===== src/rtl/iot_pkg.sv =====
// Shared types and defaults for the IoT event-source link.
package iot_pkg;

  localparam int unsigned N_DEV_DEFAULT = 8;
  localparam int unsigned CNT_W_DEFAULT = 8;

  // Per-device pending-event state
  typedef enum logic [1:0] {
    IDLE  = 2'd0,
    JOIN  = 2'd1,
    LEAVE = 2'd2
  } dev_state_t;

endpackage


===== src/rtl/rr_arbiter.sv =====
// Round-robin arbiter: one grant per cycle, search starts at the pointer,
// pointer advances to granted index + 1 (wrapping at N).
module rr_arbiter #(
  parameter int unsigned N = 8
) (
  input  logic                 clk,
  input  logic                 rst,
  input  logic [N-1:0]         req,
  input  logic                 en,
  output logic                 gnt_valid,
  output logic [$clog2(N)-1:0] gnt_idx
);

  localparam int unsigned IDX_W = $clog2(N);

  logic [IDX_W-1:0] ptr_q, ptr_d;

  // First requester at or after the pointer, modulo N
  always_comb begin
    gnt_valid = 1'b0;
    gnt_idx   = '0;
    for (int unsigned off = 0; off < N; off++) begin
      int unsigned sum;
      int unsigned cand;
      // ptr_q < N and off < N, so a single conditional subtract wraps
      sum  = 32'(ptr_q) + off;
      cand = (sum >= N) ? (sum - N) : sum;
      if (en && !gnt_valid && req[cand]) begin
        gnt_valid = 1'b1;
        gnt_idx   = IDX_W'(cand);
      end
    end
  end

  // Next pointer: one past the granted index, wrapping to 0
  always_comb begin
    ptr_d = ptr_q;
    if (gnt_valid) begin
      ptr_d = (gnt_idx == IDX_W'(N - 1)) ? '0 : gnt_idx + IDX_W'(1);
    end
  end

  // Pointer register
  always_ff @(posedge clk or negedge rst) begin
    if (!rst) ptr_q <= '0;
    else      ptr_q <= ptr_d;
  end

endmodule


===== src/rtl/iot_event_tx.sv =====
// Event source for the active-device monitor: detects join/leave edges on
// device presence lines, queues them per device, and issues one per clock
// as an on_off/change pulse while tracking a shadow active-device count.
module iot_event_tx
  import iot_pkg::*;
#(
  parameter int unsigned N_DEV = N_DEV_DEFAULT,
  parameter int unsigned CNT_W = CNT_W_DEFAULT
) (
  input  logic                     clk,
  input  logic                     rst,
  input  logic [N_DEV-1:0]         dev_active,
  input  logic                     en,
  output logic                     on_off,
  output logic                     change,
  output logic [$clog2(N_DEV)-1:0] dev_id,
  output logic [CNT_W-1:0]         shadow_count,
  output logic                     pending_any
);

  localparam int unsigned ID_W = $clog2(N_DEV);

  logic [N_DEV-1:0] prev_q;
  logic [N_DEV-1:0] rise, fall;
  logic [N_DEV-1:0] req;

  dev_state_t state_q [N_DEV];
  dev_state_t state_d [N_DEV];

  logic            gnt_valid;
  logic [ID_W-1:0] gnt_idx;

  logic            on_off_q;
  logic            change_q;
  logic [ID_W-1:0] dev_id_q;
  logic [CNT_W-1:0] count_q;

  assign rise = dev_active & ~prev_q;
  assign fall = ~dev_active & prev_q;

  // Previous presence levels for edge detection
  always_ff @(posedge clk or negedge rst) begin
    if (!rst) prev_q <= '0;
    else      prev_q <= dev_active;
  end

  // A device requests service whenever it holds a pending event
  always_comb begin
    req = '0;
    for (int unsigned i = 0; i < N_DEV; i++) begin
      req[i] = (state_q[i] != IDLE);
    end
  end

  assign pending_any = |req;

  rr_arbiter #(
    .N(N_DEV)
  ) u_arb (
    .clk      (clk),
    .rst      (rst),
    .req      (req),
    .en       (en),
    .gnt_valid(gnt_valid),
    .gnt_idx  (gnt_idx)
  );

  // Pending-state update: clear the granted device first, then apply edges,
  // so a grant plus an opposite edge leaves the new event pending
  always_comb begin
    state_d = state_q;
    for (int unsigned i = 0; i < N_DEV; i++) begin
      if (gnt_valid && (gnt_idx == ID_W'(i))) begin
        state_d[i] = IDLE;
      end
      if (rise[i]) begin
        case (state_d[i])
          IDLE:    state_d[i] = JOIN;
          LEAVE:   state_d[i] = IDLE;
          default: state_d[i] = state_d[i];
        endcase
      end else if (fall[i]) begin
        case (state_d[i])
          IDLE:    state_d[i] = LEAVE;
          JOIN:    state_d[i] = IDLE;
          default: state_d[i] = state_d[i];
        endcase
      end
    end
  end

  // Per-device pending-state register
  always_ff @(posedge clk or negedge rst) begin
    if (!rst) begin
      for (int unsigned i = 0; i < N_DEV; i++) begin
        state_q[i] <= IDLE;
      end
    end else begin
      state_q <= state_d;
    end
  end

  // Issue register and shadow count; change/dev_id hold when idle
  always_ff @(posedge clk or negedge rst) begin
    if (!rst) begin
      on_off_q <= 1'b0;
      change_q <= 1'b1;
      dev_id_q <= '0;
      count_q  <= '0;
    end else if (gnt_valid) begin
      on_off_q <= 1'b1;
      change_q <= (state_q[gnt_idx] == JOIN);
      dev_id_q <= gnt_idx;
      if (state_q[gnt_idx] == JOIN) count_q <= count_q + CNT_W'(1);
      else                          count_q <= count_q - CNT_W'(1);
    end else begin
      on_off_q <= 1'b0;
    end
  end

  assign on_off       = on_off_q;
  assign change       = change_q;
  assign dev_id       = dev_id_q;
  assign shadow_count = count_q;

endmodule

===== config.mk =====
export PLATFORM = sky130hd
export DESIGN_NAME = iot_event_tx
export DESIGN_NICKNAME = d
export VERILOG_FILES = /design/src/rtl/iot_pkg.sv /design/src/rtl/rr_arbiter.sv /design/src/rtl/iot_event_tx.sv
export SDC_FILE = /design/constraint.sdc
export NUM_CORES = 1
export LEC_CHECK = 0
export BUFFER_PORTS_ARGS = -buffer_cell sky130_fd_sc_hd__buf_4
export CAP_MARGIN = 20
export CORE_ASPECT_RATIO = 1.4
export CORE_MARGIN = 2
export CORE_UTILIZATION = 51
export DETAILED_ROUTE_END_ITERATION = 8
export GPL_TIMING_DRIVEN = 0
export PLACE_DENSITY = 0.74
export SLEW_MARGIN = 5
export SYNTH_ARGS = -nofsm -noshare
export SYNTH_HDL_FRONTEND = slang
export SYNTH_SLANG_ARGS = --single-unit

===== constraint.sdc =====
create_clock -name clk -period 6.5 [get_ports clk]
set_input_delay 0 -clock clk [delete_from_list [all_inputs] [get_ports clk]]
set_output_delay 0 -clock clk [all_outputs]
set_load 0.1 [all_outputs]

==> flow_summary.html, run 1 <==
<table>
<tr><th>Metric</th><th>Value</th></tr>
<tr><th colspan="2">Logic synthesis</th></tr>
<tr><td>Most instantiated cells after synthesis</td><td>39 x sky130_fd_sc_hd__dfrtp_1, 34 x sky130_fd_sc_hd__o21ai_0, 32 x sky130_fd_sc_hd__nand2_1</td></tr>
<tr><td>Count of flip-flops with a built-in enable after synthesis</td><td>0</td></tr>
<tr><td>Most area-consuming cells after synthesis</td><td>sky130_fd_sc_hd__dfrtp_1 33%, sky130_fd_sc_hd__ha_1 6.3%, sky130_fd_sc_hd__o21ai_0 5.7%, sky130_fd_sc_hd__nand2_1 4.0%, sky130_fd_sc_hd__nand2b_1 3.4%</td></tr>
<tr><td>Sequential-to-total area share from yosys stat</td><td>33.73%</td></tr>
<tr><td>Dominant cell by count in the synthesized netlist</td><td>sky130_fd_sc_hd__dfrtp_1</td></tr>
<tr><td>Arithmetic-cell share of the synthesized area counting full adders, half adders and majority gates</td><td>6.989%</td></tr>
<tr><td>Seq cells post-synth</td><td>40</td></tr>
<tr><td>Average footprint of a synthesized cell</td><td>9.229 um2</td></tr>
<tr><td>Combinational family with the most area after synthesis</td><td>simple AND/OR/NAND/NOR gates</td></tr>
<tr><td>Portion of netlist area occupied by mux cells</td><td>8.547%</td></tr>
<tr><td>Share of synthesized cell area in and, or, nand and nor gates</td><td>24.59%</td></tr>
<tr><td>Ys async rst share</td><td>100.0%</td></tr>
<tr><td>Number of distinct standard cells referenced by the synthesized netlist</td><td>60</td></tr>
<tr><td>Post-synth top flop</td><td>sky130_fd_sc_hd__dfrtp_1</td></tr>
<tr><td>Number of instances in the synthesized netlist</td><td>322</td></tr>
<tr><td>Total number of yosys warnings</td><td>0</td></tr>
<tr><td>Leading area contributor after synthesis</td><td>sky130_fd_sc_hd__dfrtp_1</td></tr>
<tr><td>Post-synthesis instance area</td><td>2972 um2</td></tr>
<tr><td>Area fraction in compound gates after synthesis</td><td>19.20%</td></tr>
<tr><td>Synthesized net count</td><td>349</td></tr>
<tr><td>Area share of xor/xnor cells in the synthesized design</td><td>2.947%</td></tr>
<tr><td>Proportion of netlist area held by the largest area contributor</td><td>32.84%</td></tr>
<tr><th colspan="2">CTS</th></tr>
<tr><td>Worst-case clock buffer depth</td><td>2</td></tr>
<tr><td>Clock-pin slew on the worst setup and hold paths</td><td>0.07 ns</td></tr>
<tr><td>Worst-Skew Late Latency</td><td>0.29 ns</td></tr>
<tr><td>CTS HTree Levels</td><td>2</td></tr>
<tr><td>CTS tree</td><td>built</td></tr>
<tr><td>Master cell of the clock root buffer</td><td>sky130_fd_sc_hd__clkbuf_8</td></tr>
<tr><td>Number of buffers added by the clock tree synthesis step</td><td>5</td></tr>
<tr><td>Setup Buffers After CTS</td><td>0</td></tr>
<tr><td>Clock tree sinks</td><td>40</td></tr>
<tr><th colspan="2">STA</th></tr>
<tr><td>Worst slew margin</td><td>38.74%</td></tr>
<tr><td>Final Hold Vio Count</td><td>0</td></tr>
<tr><td>Fin Setup TNS</td><td>0 ns</td></tr>
<tr><td>Least-Margin Pin Slew</td><td>0.9105 ns</td></tr>
<tr><td>Final Cycle Share</td><td>88.76%</td></tr>
<tr><td>Minimum clock period</td><td>5.769 ns</td></tr>
<tr><td>Worst setup skew after layout</td><td>0.002924 ns</td></tr>
<tr><td>Final-layout worst hold slack</td><td>0.2214 ns</td></tr>
<tr><td>Unrepaired setup endpoints after global routing</td><td>no</td></tr>
<tr><td>Pins Over Slew Limit</td><td>0</td></tr>
<tr><td>Max Freq</td><td>173.3 MHz</td></tr>
<tr><td>Final-report setup violation count</td><td>0</td></tr>
<tr><td>Worst path setup slack after routing</td><td>0.7306 ns</td></tr>
<tr><th colspan="2">Floorplan</th></tr>
<tr><td>Die height</td><td>94.32 um</td></tr>
<tr><td>Placement Rows</td><td>32</td></tr>
<tr><td>Floorplan die area</td><td>6462 um2</td></tr>
<tr><td>Starting density of the core</td><td>53.39%</td></tr>
<tr><td>I/O pin total</td><td>25</td></tr>
<tr><td>Die X-Extent</td><td>68.51 um</td></tr>
<tr><td>Area of the core</td><td>5565 um2</td></tr>
<tr><th colspan="2">Global routing</th></tr>
<tr><td>Overall track demand over capacity in global routing</td><td>24.20%</td></tr>
<tr><td>Grt total ovfl</td><td>0</td></tr>
<tr><td>Maximum number of pins on one net before global-route repair</td><td>41</td></tr>
<tr><td>Antenna violations before repair</td><td>0</td></tr>
<tr><td>Via count of the first global-routing pass</td><td>2502</td></tr>
<tr><td>First-pass GRT wire length</td><td>11.74 mm</td></tr>
<tr><th colspan="2">Place</th></tr>
<tr><td>Pre-CTS worst setup slack</td><td>0.6394 ns</td></tr>
<tr><td>Port buffer count</td><td>24</td></tr>
<tr><td>Placer Congestion</td><td>0.8551</td></tr>
<tr><td>HPWL after detailed placement</td><td>5.267 mm</td></tr>
<tr><th colspan="2">Detailed routing</th></tr>
<tr><td>Total DRC errors in the routed layout</td><td>0</td></tr>
<tr><td>Total vias in the final route</td><td>2622</td></tr>
<tr><td>Routed wire length per instance</td><td>16.06 um</td></tr>
<tr><td>Vias per Instance</td><td>6.098</td></tr>
<tr><td>Number of DRC violations after detailed-routing iteration 0</td><td>110</td></tr>
<tr><td>First-pass iteration count of the detailed router</td><td>4</td></tr>
<tr><td>Final ANT Viol Nets</td><td>0</td></tr>
<tr><td>Total length of routed wires</td><td>6.906 mm</td></tr>
<tr><th colspan="2">Setup path</th></tr>
<tr><td>Highest fanout seen on the critical path</td><td>10</td></tr>
<tr><td>Required time at the worst-slack endpoint</td><td>6.72 ns</td></tr>
<tr><td>Sort of element at the start of the critical path</td><td>flop</td></tr>
<tr><td>Crit Path Category</td><td>flop to flop</td></tr>
<tr><td>Worst Reg-to-Reg Cells</td><td>22</td></tr>
<tr><td>Reg2Reg Setup Slack</td><td>0.73 ns</td></tr>
<tr><td>Endpoint type of the worst setup path</td><td>flop</td></tr>
<tr><td>Arrival time reported for the critical path endpoint</td><td>5.99 ns</td></tr>
<tr><th colspan="2">Final layout</th></tr>
<tr><td>Area growth syn-to-layout</td><td>14.86%</td></tr>
<tr><td>Count of nets after finishing</td><td>389</td></tr>
<tr><td>Diode count</td><td>0</td></tr>
<tr><td>Fraction of final layout cells sized beyond drive strength 1</td><td>16.30%</td></tr>
<tr><th colspan="2">Min path</th></tr>
<tr><td>Hold Crit Class</td><td>input pin to async pin</td></tr>
<tr><th colspan="2">Flow run</th></tr>
<tr><td>Max_cap viols</td><td>0</td></tr>
<tr><th colspan="2">Outcome</th></tr>
<tr><td>Run status</td><td>complete, no violations</td></tr>
</table>
==> sequential cells by signal, summed over array words and instances (netlist names) <==
register	count
state_q	16
shadow_count	8
change	1
prev_q	8
dev_id	3
u_arb.ptr_q	3
on_off	1
==> cell usage in the layout (no fill, tap or decap), types with 9 or more instances in the layout <==
| master | instances |
|---|---|
| sky130_fd_sc_hd__nand2_1 | 32 |
| sky130_fd_sc_hd__nor2_1 | 19 |
| sky130_fd_sc_hd__dfrtp_1 | 39 |
| sky130_fd_sc_hd__buf_4 | 24 |
| sky130_fd_sc_hd__inv_1 | 14 |
| sky130_fd_sc_hd__a21oi_1 | 13 |
| sky130_fd_sc_hd__o21ai_0 | 34 |
| sky130_fd_sc_hd__ha_1 | 15 |
| sky130_fd_sc_hd__nand2b_1 | 16 |
| sky130_fd_sc_hd__dlygate4sd3_1 | 9 |
==> final timing paths <==
path	from	to
max in group asynchronous	rst	change
worst max register to register	u_arb.ptr_q[1]	shadow_count[7]
min in group clk	dev_active[5]	prev_q[5]
worst min register to register	shadow_count[7]	shadow_count[7]
worst max-delay path	u_arb.ptr_q[1]	shadow_count[7]
worst min-delay path	rst	prev_q[6]
==> cell families (layout without fill, tap and decap cells) <==
logic type	count (synthesis)	count (layout)
buffers and inverters	27	67
adder cells (fa/ha/maj)	16	16
XOR/XNOR	10	10
AND/OR/NAND/NOR	129	129
AO/OA/AOI/OAI	84	84
flip-flops	40	40
multiplexers	16	16
==> worst max-delay path, stage by stage (launching register included) <==
cell and delay, ns:
sky130_fd_sc_hd__dfrtp_1 0.39, sky130_fd_sc_hd__buf_2 0.25, sky130_fd_sc_hd__inv_1 0.14, sky130_fd_sc_hd__ha_1 0.29
sky130_fd_sc_hd__buf_1 0.35, sky130_fd_sc_hd__mux4_1 0.43, sky130_fd_sc_hd__mux2i_1 0.57, sky130_fd_sc_hd__a22oi_1 0.19
sky130_fd_sc_hd__o32a_1 0.35, sky130_fd_sc_hd__o22ai_4 0.27, sky130_fd_sc_hd__o41ai_1 0.15, sky130_fd_sc_hd__o221a_4 0.28
sky130_fd_sc_hd__a31oi_4 0.34, sky130_fd_sc_hd__ha_1 0.31, sky130_fd_sc_hd__a21o_1 0.15, sky130_fd_sc_hd__a21oi_1 0.24
sky130_fd_sc_hd__o21bai_1 0.10, sky130_fd_sc_hd__a21oi_1 0.22, sky130_fd_sc_hd__o21bai_1 0.09, sky130_fd_sc_hd__a21oi_1 0.17
sky130_fd_sc_hd__nand2_1 0.07, sky130_fd_sc_hd__mux2i_1 0.18, sky130_fd_sc_hd__xor2_1 0.16
==> per-stage QoR <==
stage,instance area [um2],std cells,utilization [%]
2_1_floorplan,2972,322,-
3_3_place_gp,3237,414,58.16
3_5_place_dp,3237,414,58.16
4_1_cts,3408,430,61.24
5_1_grt,3413,430,61.33
6_report,3413,430,61.33
==> layer usage <==
metal	part of all wire, %	vias up	GRT usage [%]
met5	0	-	0
met2	52	57	42.07
met1	42	1289	29.70
met3	3.3	12	2.998
li1	-	1264	-
met4	2.1	0	9.333
==> layout make-up <==
type | instances | area [um2]
clock inverter | 2 | 12.51
buffer | 11 | 58.81
tap | 68 | 85.08
fill | 493 | 2152
sequential | 40 | 1002
clock buffer | 5 | 68.82
timing repair buffer | 33 | 270.3
multi-input combinational | 255 | 1856
inverter | 16 | 60.06
==> repair_timing <==
item	in CTS	in global routing
hold buffers	9	0
endpoints found under the setup margin	0	1
resized for setup	0	1
endpoints found under the hold margin	51	0
Power of run 1 is not shown: default switching activity piles up to over one toggle a cycle in this logic, so the estimate is an artifact.
==> run 2: changes to the inputs <==
--- a/config.mk
+++ b/config.mk
@@ -15,2 +15,3 @@
 export PLACE_DENSITY = 0.74
+export REMOVE_ABC_BUFFERS = 1
 export SLEW_MARGIN = 5
--- a/constraint.sdc
+++ b/constraint.sdc
@@ -3,2 +3,2 @@
 set_output_delay 0 -clock clk [all_outputs]
-set_load 0.1 [all_outputs]
+set_load 0.02 [all_outputs]
==> run 2 against run 1 <==
Via count decreased by 2.4%. Critical path depth decreased by 2. Cell count decreased by 2.3%. Non-clock buffer count decreased by 11. Fmax decreased by 2.8%. Clock-buffer cell count increased by 3. First-iteration DRC count increased by 15%.
==> flow_summary.html, run 2 (synthesized netlist as in run 1, its figures left out) <==
<table>
<tr><th>Metric</th><th>Value</th></tr>
<tr><th colspan="2">STA</th></tr>
<tr><td>Pins Over Slew Limit</td><td>0</td></tr>
<tr><td>Unrepaired setup endpoints after global routing</td><td>no</td></tr>
<tr><td>Worst slew margin</td><td>32.71%</td></tr>
<tr><td>Least-Margin Pin Slew</td><td>1.000 ns</td></tr>
<tr><td>Worst setup skew after layout</td><td>0.007660 ns</td></tr>
<tr><td>Final-report setup violation count</td><td>0</td></tr>
<tr><td>Fin Setup TNS</td><td>0 ns</td></tr>
<tr><td>Final Cycle Share</td><td>91.27%</td></tr>
<tr><td>Max Freq</td><td>168.6 MHz</td></tr>
<tr><td>Final Hold Vio Count</td><td>0</td></tr>
<tr><td>Minimum clock period</td><td>5.933 ns</td></tr>
<tr><th colspan="2">Setup path</th></tr>
<tr><td>Standard cell with the maximum stage delay on the critical path</td><td>sky130_fd_sc_hd__dfrtp_1</td></tr>
<tr><td>Sort of element at the start of the critical path</td><td>flop</td></tr>
<tr><td>Crit Path Category</td><td>flop to flop</td></tr>
<tr><td>Dominant cell type by count on the critical path</td><td>sky130_fd_sc_hd__a21oi_1</td></tr>
<tr><td>Worst reg2reg startpoint</td><td>u_arb.ptr_q[1]</td></tr>
<tr><td>Highest fanout seen on the critical path</td><td>22</td></tr>
<tr><td>Arrival time reported for the critical path endpoint</td><td>6.15 ns</td></tr>
<tr><td>Peak per-stage delay on the critical path</td><td>0.77 ns</td></tr>
<tr><td>Required time at the worst-slack endpoint</td><td>6.72 ns</td></tr>
<tr><td>Reg2Reg Setup Slack</td><td>0.57 ns</td></tr>
<tr><td>Terminus of the critical flop-to-flop path</td><td>shadow_count[7]</td></tr>
<tr><td>Endpoint type of the worst setup path</td><td>flop</td></tr>
<tr><td>Worst Reg-to-Reg Cells</td><td>20</td></tr>
<tr><td>Cell Chain, Critical Path</td><td>inv_1, ha_1, mux4_1, mux2i_1, a21oi_1, nand3_1, a311oi_1, o31ai_1, inv_1, a31oi_4, ha_1, a21o_1, a21oi_1, o21bai_1, a21oi_1, o21bai_1, a21oi_1, nand2_1, mux2i_1, xor2_1</td></tr>
<tr><th colspan="2">Detailed routing</th></tr>
<tr><td>Total DRC errors in the routed layout</td><td>0</td></tr>
<tr><td>Total length of routed wires</td><td>6.765 mm</td></tr>
<tr><td>Number of DRC violations after detailed-routing iteration 0</td><td>126</td></tr>
<tr><td>Vias per Instance</td><td>6.090</td></tr>
<tr><td>First-pass iteration count of the detailed router</td><td>4</td></tr>
<tr><td>Routed wire length per instance</td><td>16.11 um</td></tr>
<tr><td>Total vias in the final route</td><td>2558</td></tr>
<tr><td>Final ANT Viol Nets</td><td>0</td></tr>
<tr><th colspan="2">CTS</th></tr>
<tr><td>Worst-Skew Late Latency</td><td>0.29 ns</td></tr>
<tr><td>CTS HTree Levels</td><td>2</td></tr>
<tr><td>Clock tree sinks</td><td>40</td></tr>
<tr><td>Worst-case clock buffer depth</td><td>2</td></tr>
<tr><td>CTS tree</td><td>built</td></tr>
<tr><td>Clock-pin slew on the worst setup and hold paths</td><td>0.08 ns</td></tr>
<tr><td>Number of buffers added by the clock tree synthesis step</td><td>5</td></tr>
<tr><td>Master cell of the clock root buffer</td><td>sky130_fd_sc_hd__clkbuf_8</td></tr>
<tr><th colspan="2">Final layout</th></tr>
<tr><td>Register with the most flip-flops</td><td>state_q</td></tr>
<tr><td>Total of fill cells in the finished design</td><td>470</td></tr>
<tr><td>Count of nets after finishing</td><td>378</td></tr>
<tr><td>Most frequent cells in the layout</td><td>38 x sky130_fd_sc_hd__dfrtp_1, 34 x sky130_fd_sc_hd__o21ai_0, 32 x sky130_fd_sc_hd__nand2_1</td></tr>
<tr><td>Fraction of final layout cells sized beyond drive strength 1</td><td>15.34%</td></tr>
<tr><td>Most frequent standard cell in the layout excluding fill and tap cells</td><td>sky130_fd_sc_hd__dfrtp_1</td></tr>
<tr><td>Diode count</td><td>0</td></tr>
<tr><td>Area growth syn-to-layout</td><td>13.05%</td></tr>
<tr><td>Largest register FFs</td><td>16</td></tr>
<tr><td>Cell area after layout</td><td>3359 um2</td></tr>
<tr><td>Core Util, Final</td><td>60.36%</td></tr>
<tr><th colspan="2">Global routing</th></tr>
<tr><td>Via count of the first global-routing pass</td><td>2509</td></tr>
<tr><td>Maximum number of pins on one net before global-route repair</td><td>41</td></tr>
<tr><td>First-pass GRT wire length</td><td>11.65 mm</td></tr>
<tr><td>Grt total ovfl</td><td>0</td></tr>
<tr><td>Antenna violations before repair</td><td>0</td></tr>
<tr><td>Overall track demand over capacity in global routing</td><td>23.44%</td></tr>
<tr><th colspan="2">Flow run</th></tr>
<tr><td>Max_cap viols</td><td>0</td></tr>
<tr><th colspan="2">Min path</th></tr>
<tr><td>Hold Crit Class</td><td>input pin to async pin</td></tr>
<tr><th colspan="2">Floorplan</th></tr>
<tr><td>Placement Rows</td><td>32</td></tr>
<tr><td>I/O pin total</td><td>25</td></tr>
<tr><td>Die X-Extent</td><td>68.51 um</td></tr>
<tr><td>Die height</td><td>94.32 um</td></tr>
<tr><td>Starting density of the core</td><td>53.39%</td></tr>
<tr><td>Area of the core</td><td>5565 um2</td></tr>
<tr><td>Floorplan die area</td><td>6462 um2</td></tr>
<tr><th colspan="2">Place</th></tr>
<tr><td>Standard cell area after detailed placement</td><td>3178 um2</td></tr>
<tr><td>Placer Congestion</td><td>0.8913</td></tr>
<tr><td>Port buffer count</td><td>24</td></tr>
<tr><td>HPWL after detailed placement</td><td>4.932 mm</td></tr>
<tr><th colspan="2">Outcome</th></tr>
<tr><td>Run status</td><td>complete, no violations</td></tr>
</table>
run 2: stage by stage:
stage,setup WS [ns],cells,hold WS (ns)
2_1_floorplan,1.319,311,-0.2956
3_3_place_gp,0.4724,403,0.006546
3_5_place_dp,0.4145,403,0.004985
4_1_cts,0.3667,420,0.2363
5_1_grt,0.02233,420,0.2751
6_report,0.5674,420,0.2147
run 2: area by class of cell:
cell class	count	area, um2	share of cell area, %
multi-input combinational	255	1851	55.08
sequential	40	1003	29.87
clock buffer	8	90.09	2.682
tap	68	85.08	2.533
inverter	16	60.06	1.788
timing repair buffer	33	270.3	8.045
run 2: worst max-delay path: cells and delay by family (launching register included):
kind,cells,cell delay (ns)
AOI/OAI and AO/OA,10,2.31
DFF,1,0.77
muxes,3,1.13
adders and majority gates,2,0.83
buffers and inverters,2,0.48
xor gates and xnor gates,1,0.16
and+or+nand+nor,2,0.18
run 2: worst max path at each step:
stage | startpoint | slack [ns] | endpoint
6_report | u_arb.ptr_q[1] | 0.57 | shadow_count[7]
5_1_grt | u_arb.ptr_q[1] | 0.02 | shadow_count[7]
4_1_cts | u_arb.ptr_q[0] | 0.37 | shadow_count[7]
3_5_place_dp | u_arb.ptr_q[0] | 0.41 | shadow_count[7]
3_3_place_gp | u_arb.ptr_q[0] | 0.47 | shadow_count[7]
2_1_floorplan | u_arb.ptr_q[0] | 1.32 | shadow_count[7]
run 2: layer usage:
layer	track usage [%]	vias to the layer above	wire length (um)
li1	-	1239	-
met1	30.23	1256	2979
met2	40.63	54	3477
met3	2.398	9	200
met4	6.833	0	108
met5	0	-	0
run 2: repair_timing:
item                                    in CTS  in global routing
endpoints found under the setup margin       0                  1
hold buffers                                 9                  0
setup buffers                                0                  0
hold endpoints to repair                    49                  0
resized for setup                            0                  1
Power of run 2 is left out for the same reason.
==> run 3: changes to the inputs <==
Settings changed: BUFFER_PORTS_ARGS -buffer_cell sky130_fd_sc_hd__buf_4 to default, DONT_BUFFER_PORTS from default to 1, PLACE_DENSITY 0.74 to 0.7, SETUP_SLACK_MARGIN from default to 0.4.
==> run 3 against run 2 <==
Wire length fell by 0.89%. First-iteration DRC count grew 2.4%. Via count down 3.3%.
==> flow_summary.html, run 3 (synthesized netlist as in run 1, its figures left out) <==
<table>
<tr><th>Metric</th><th>Value</th></tr>
<tr><th colspan="2">Outcome</th></tr>
<tr><td>Run status</td><td>complete, no violations</td></tr>
<tr><th colspan="2">CTS</th></tr>
<tr><td>CTS tree</td><td>built</td></tr>
<tr><td>Clock tree sinks</td><td>40</td></tr>
<tr><td>Worst-case clock buffer depth</td><td>2</td></tr>
<tr><td>Number of buffers added by the clock tree synthesis step</td><td>5</td></tr>
<tr><td>CTS HTree Levels</td><td>2</td></tr>
<tr><td>Master cell of the clock root buffer</td><td>sky130_fd_sc_hd__clkbuf_8</td></tr>
<tr><td>Worst-Skew Late Latency</td><td>0.30 ns</td></tr>
<tr><td>Clock-pin slew on the worst setup and hold paths</td><td>0.07 ns</td></tr>
<tr><td>Setup Buffers After CTS</td><td>0</td></tr>
<tr><th colspan="2">Place</th></tr>
<tr><td>Port buffer count</td><td>0</td></tr>
<tr><td>Standard cell area after detailed placement</td><td>2998 um2</td></tr>
<tr><td>HPWL after detailed placement</td><td>4.865 mm</td></tr>
<tr><td>Number of instances in the placed design</td><td>379</td></tr>
<tr><td>Placer Congestion</td><td>0.8839</td></tr>
<tr><th colspan="2">Global routing</th></tr>
<tr><td>First-pass GRT wire length</td><td>11.36 mm</td></tr>
<tr><td>Grt total ovfl</td><td>0</td></tr>
<tr><td>Maximum number of pins on one net before global-route repair</td><td>41</td></tr>
<tr><td>Overall track demand over capacity in global routing</td><td>23.06%</td></tr>
<tr><td>Via count of the first global-routing pass</td><td>2437</td></tr>
<tr><td>Antenna violations before repair</td><td>0</td></tr>
<tr><th colspan="2">Detailed routing</th></tr>
<tr><td>Total DRC errors in the routed layout</td><td>0</td></tr>
<tr><td>First-pass iteration count of the detailed router</td><td>4</td></tr>
<tr><td>Final ANT Viol Nets</td><td>0</td></tr>
<tr><td>Vias per Instance</td><td>6.232</td></tr>
<tr><td>Total length of routed wires</td><td>6.705 mm</td></tr>
<tr><td>Total vias in the final route</td><td>2474</td></tr>
<tr><td>Number of DRC violations after detailed-routing iteration 0</td><td>129</td></tr>
<tr><td>Routed wire length per instance</td><td>16.89 um</td></tr>
<tr><th colspan="2">Final layout</th></tr>
<tr><td>Register with the most flip-flops</td><td>state_q</td></tr>
<tr><td>Area growth syn-to-layout</td><td>8.674%</td></tr>
<tr><td>Count of nets after finishing</td><td>355</td></tr>
<tr><td>Most frequent cells in the layout</td><td>37 x sky130_fd_sc_hd__dfrtp_1, 34 x sky130_fd_sc_hd__o21ai_0, 32 x sky130_fd_sc_hd__nand2_1</td></tr>
<tr><td>Area of the multi-input gates</td><td>1859 um2</td></tr>
<tr><td>Cell area after layout</td><td>3229 um2</td></tr>
<tr><td>Total of fill cells in the finished design</td><td>472</td></tr>
<tr><td>Most frequent standard cell in the layout excluding fill and tap cells</td><td>sky130_fd_sc_hd__dfrtp_1</td></tr>
<tr><td>Number of standard cells in the layout, taps in and fillers out</td><td>397</td></tr>
<tr><td>Diode count</td><td>0</td></tr>
<tr><td>Fraction of final layout cells sized beyond drive strength 1</td><td>10.64%</td></tr>
<tr><td>Largest register FFs</td><td>16</td></tr>
<tr><td>Area occupied by registers</td><td>1007 um2</td></tr>
<tr><th colspan="2">STA</th></tr>
<tr><td>Minimum clock period</td><td>5.647 ns</td></tr>
<tr><td>Max Freq</td><td>177.1 MHz</td></tr>
<tr><td>Least-Margin Pin Slew</td><td>0.8544 ns</td></tr>
<tr><td>Final Cycle Share</td><td>86.87%</td></tr>
<tr><td>Worst setup skew after layout</td><td>0.005476 ns</td></tr>
<tr><td>Pins Over Slew Limit</td><td>0</td></tr>
<tr><td>Unrepaired setup endpoints after global routing</td><td>no</td></tr>
<tr><td>Fin Setup TNS</td><td>0 ns</td></tr>
<tr><td>Final Hold Vio Count</td><td>0</td></tr>
<tr><td>Worst slew margin</td><td>42.51%</td></tr>
<tr><td>Final-report setup violation count</td><td>0</td></tr>
<tr><th colspan="2">Setup path</th></tr>
<tr><td>Critical path buffer and inverter count</td><td>1</td></tr>
<tr><td>Required time at the worst-slack endpoint</td><td>6.72 ns</td></tr>
<tr><td>Peak per-stage delay on the critical path</td><td>0.62 ns</td></tr>
<tr><td>Arrival time reported for the critical path endpoint</td><td>5.87 ns</td></tr>
<tr><td>Cell family with the largest share of critical-path delay</td><td>compound AO/OA/AOI/OAI gates</td></tr>
<tr><td>Worst Reg-to-Reg Cells</td><td>20</td></tr>
<tr><td>Endpoint type of the worst setup path</td><td>flop</td></tr>
<tr><td>Instance count on the critical path</td><td>20</td></tr>
<tr><td>Standard cell with the maximum stage delay on the critical path</td><td>sky130_fd_sc_hd__or4_4</td></tr>
<tr><td>Dominant cell type by count on the critical path</td><td>sky130_fd_sc_hd__a21oi_1</td></tr>
<tr><td>Sort of element at the start of the critical path</td><td>flop</td></tr>
<tr><td>Crit Path Category</td><td>flop to flop</td></tr>
<tr><td>Highest fanout seen on the critical path</td><td>23</td></tr>
<tr><td>Cell Chain, Critical Path</td><td>inv_1, ha_1, mux4_1, mux2i_1, or4_4, o32a_1, o22ai_4, o41ai_1, o221a_4, a31oi_4, ha_1, a21o_1, a21oi_1, o21bai_1, a21oi_1, o21bai_1, a21oi_1, nand2_1, mux2i_1, xor2_1</td></tr>
<tr><th colspan="2">Floorplan</th></tr>
<tr><td>Die height</td><td>94.32 um</td></tr>
<tr><td>Placement Rows</td><td>32</td></tr>
<tr><td>Area of the core</td><td>5565 um2</td></tr>
<tr><td>Die X-Extent</td><td>68.51 um</td></tr>
<tr><td>I/O pin total</td><td>25</td></tr>
<tr><td>Floorplan die area</td><td>6462 um2</td></tr>
<tr><td>Starting density of the core</td><td>53.39%</td></tr>
<tr><th colspan="2">Flow run</th></tr>
<tr><td>Max_cap viols</td><td>0</td></tr>
<tr><th colspan="2">Min path</th></tr>
<tr><td>Hold Crit Class</td><td>input pin to flop</td></tr>
<tr><td>Worst hold path cell count</td><td>2</td></tr>
</table>
[run 3: cell count changes in the layout (fill, tap and decap cells not counted), sizes merged]
| cell | delta |
|---|---|
| bufinv | +1 |
| buf | -23 |
| clkinv | +1 |
| clkbuf | -2 |
[run 3: worst paths after layout]
kind                            slack [ns]      startpoint              end
worst max register to register        0.85  u_arb.ptr_q[0]  shadow_count[7]
worst min-delay path                  0.03   dev_active[3]       state_q[9]
worst max-delay path                  0.85  u_arb.ptr_q[0]  shadow_count[7]
min in group asynchronous             0.16             rst  shadow_count[0]
max in group asynchronous             6.08             rst           change
worst min register to register        0.54          change           change
[run 3: metal layers]
layer  track usage [%]  wire length [um]
met1             29.33              2767
met2             38.22              3569
met3             3.357               236
met4             9.833               131
met5                 0                 0
[run 3: what timing repair did]
item                                    in CTS  in global routing
hold buffers                                10                  0
endpoints found under the setup margin       1                  2
endpoints found under the hold margin       64                  0
cloned                                       0                  0
gates resized for setup                      1                  5
[run 3: layout make-up]
class,count,share of cell area (%)
Inverter,16,1.860
Multi-Input combinational cell,255,57.57
Timing Repair Buffer,10,3.410
Clock inverter,2,1.085
Sequential cell,40,31.19
Tap cell,68,2.635
Clock buffer,6,2.247
[run 3: stage by stage]
step	hold slack (ns)	setup slack (ns)	utilization, %
after global placement	-0.2950	0.4370	53.87
after global routing	0.03136	0.4200	58.03
after detailed placement	-0.2951	0.3397	53.87
after floorplan	-0.2956	1.319	-
final	0.03029	0.8533	58.03
after CTS	0.01057	0.4487	57.87
Power of run 3 is left out for the same reason.
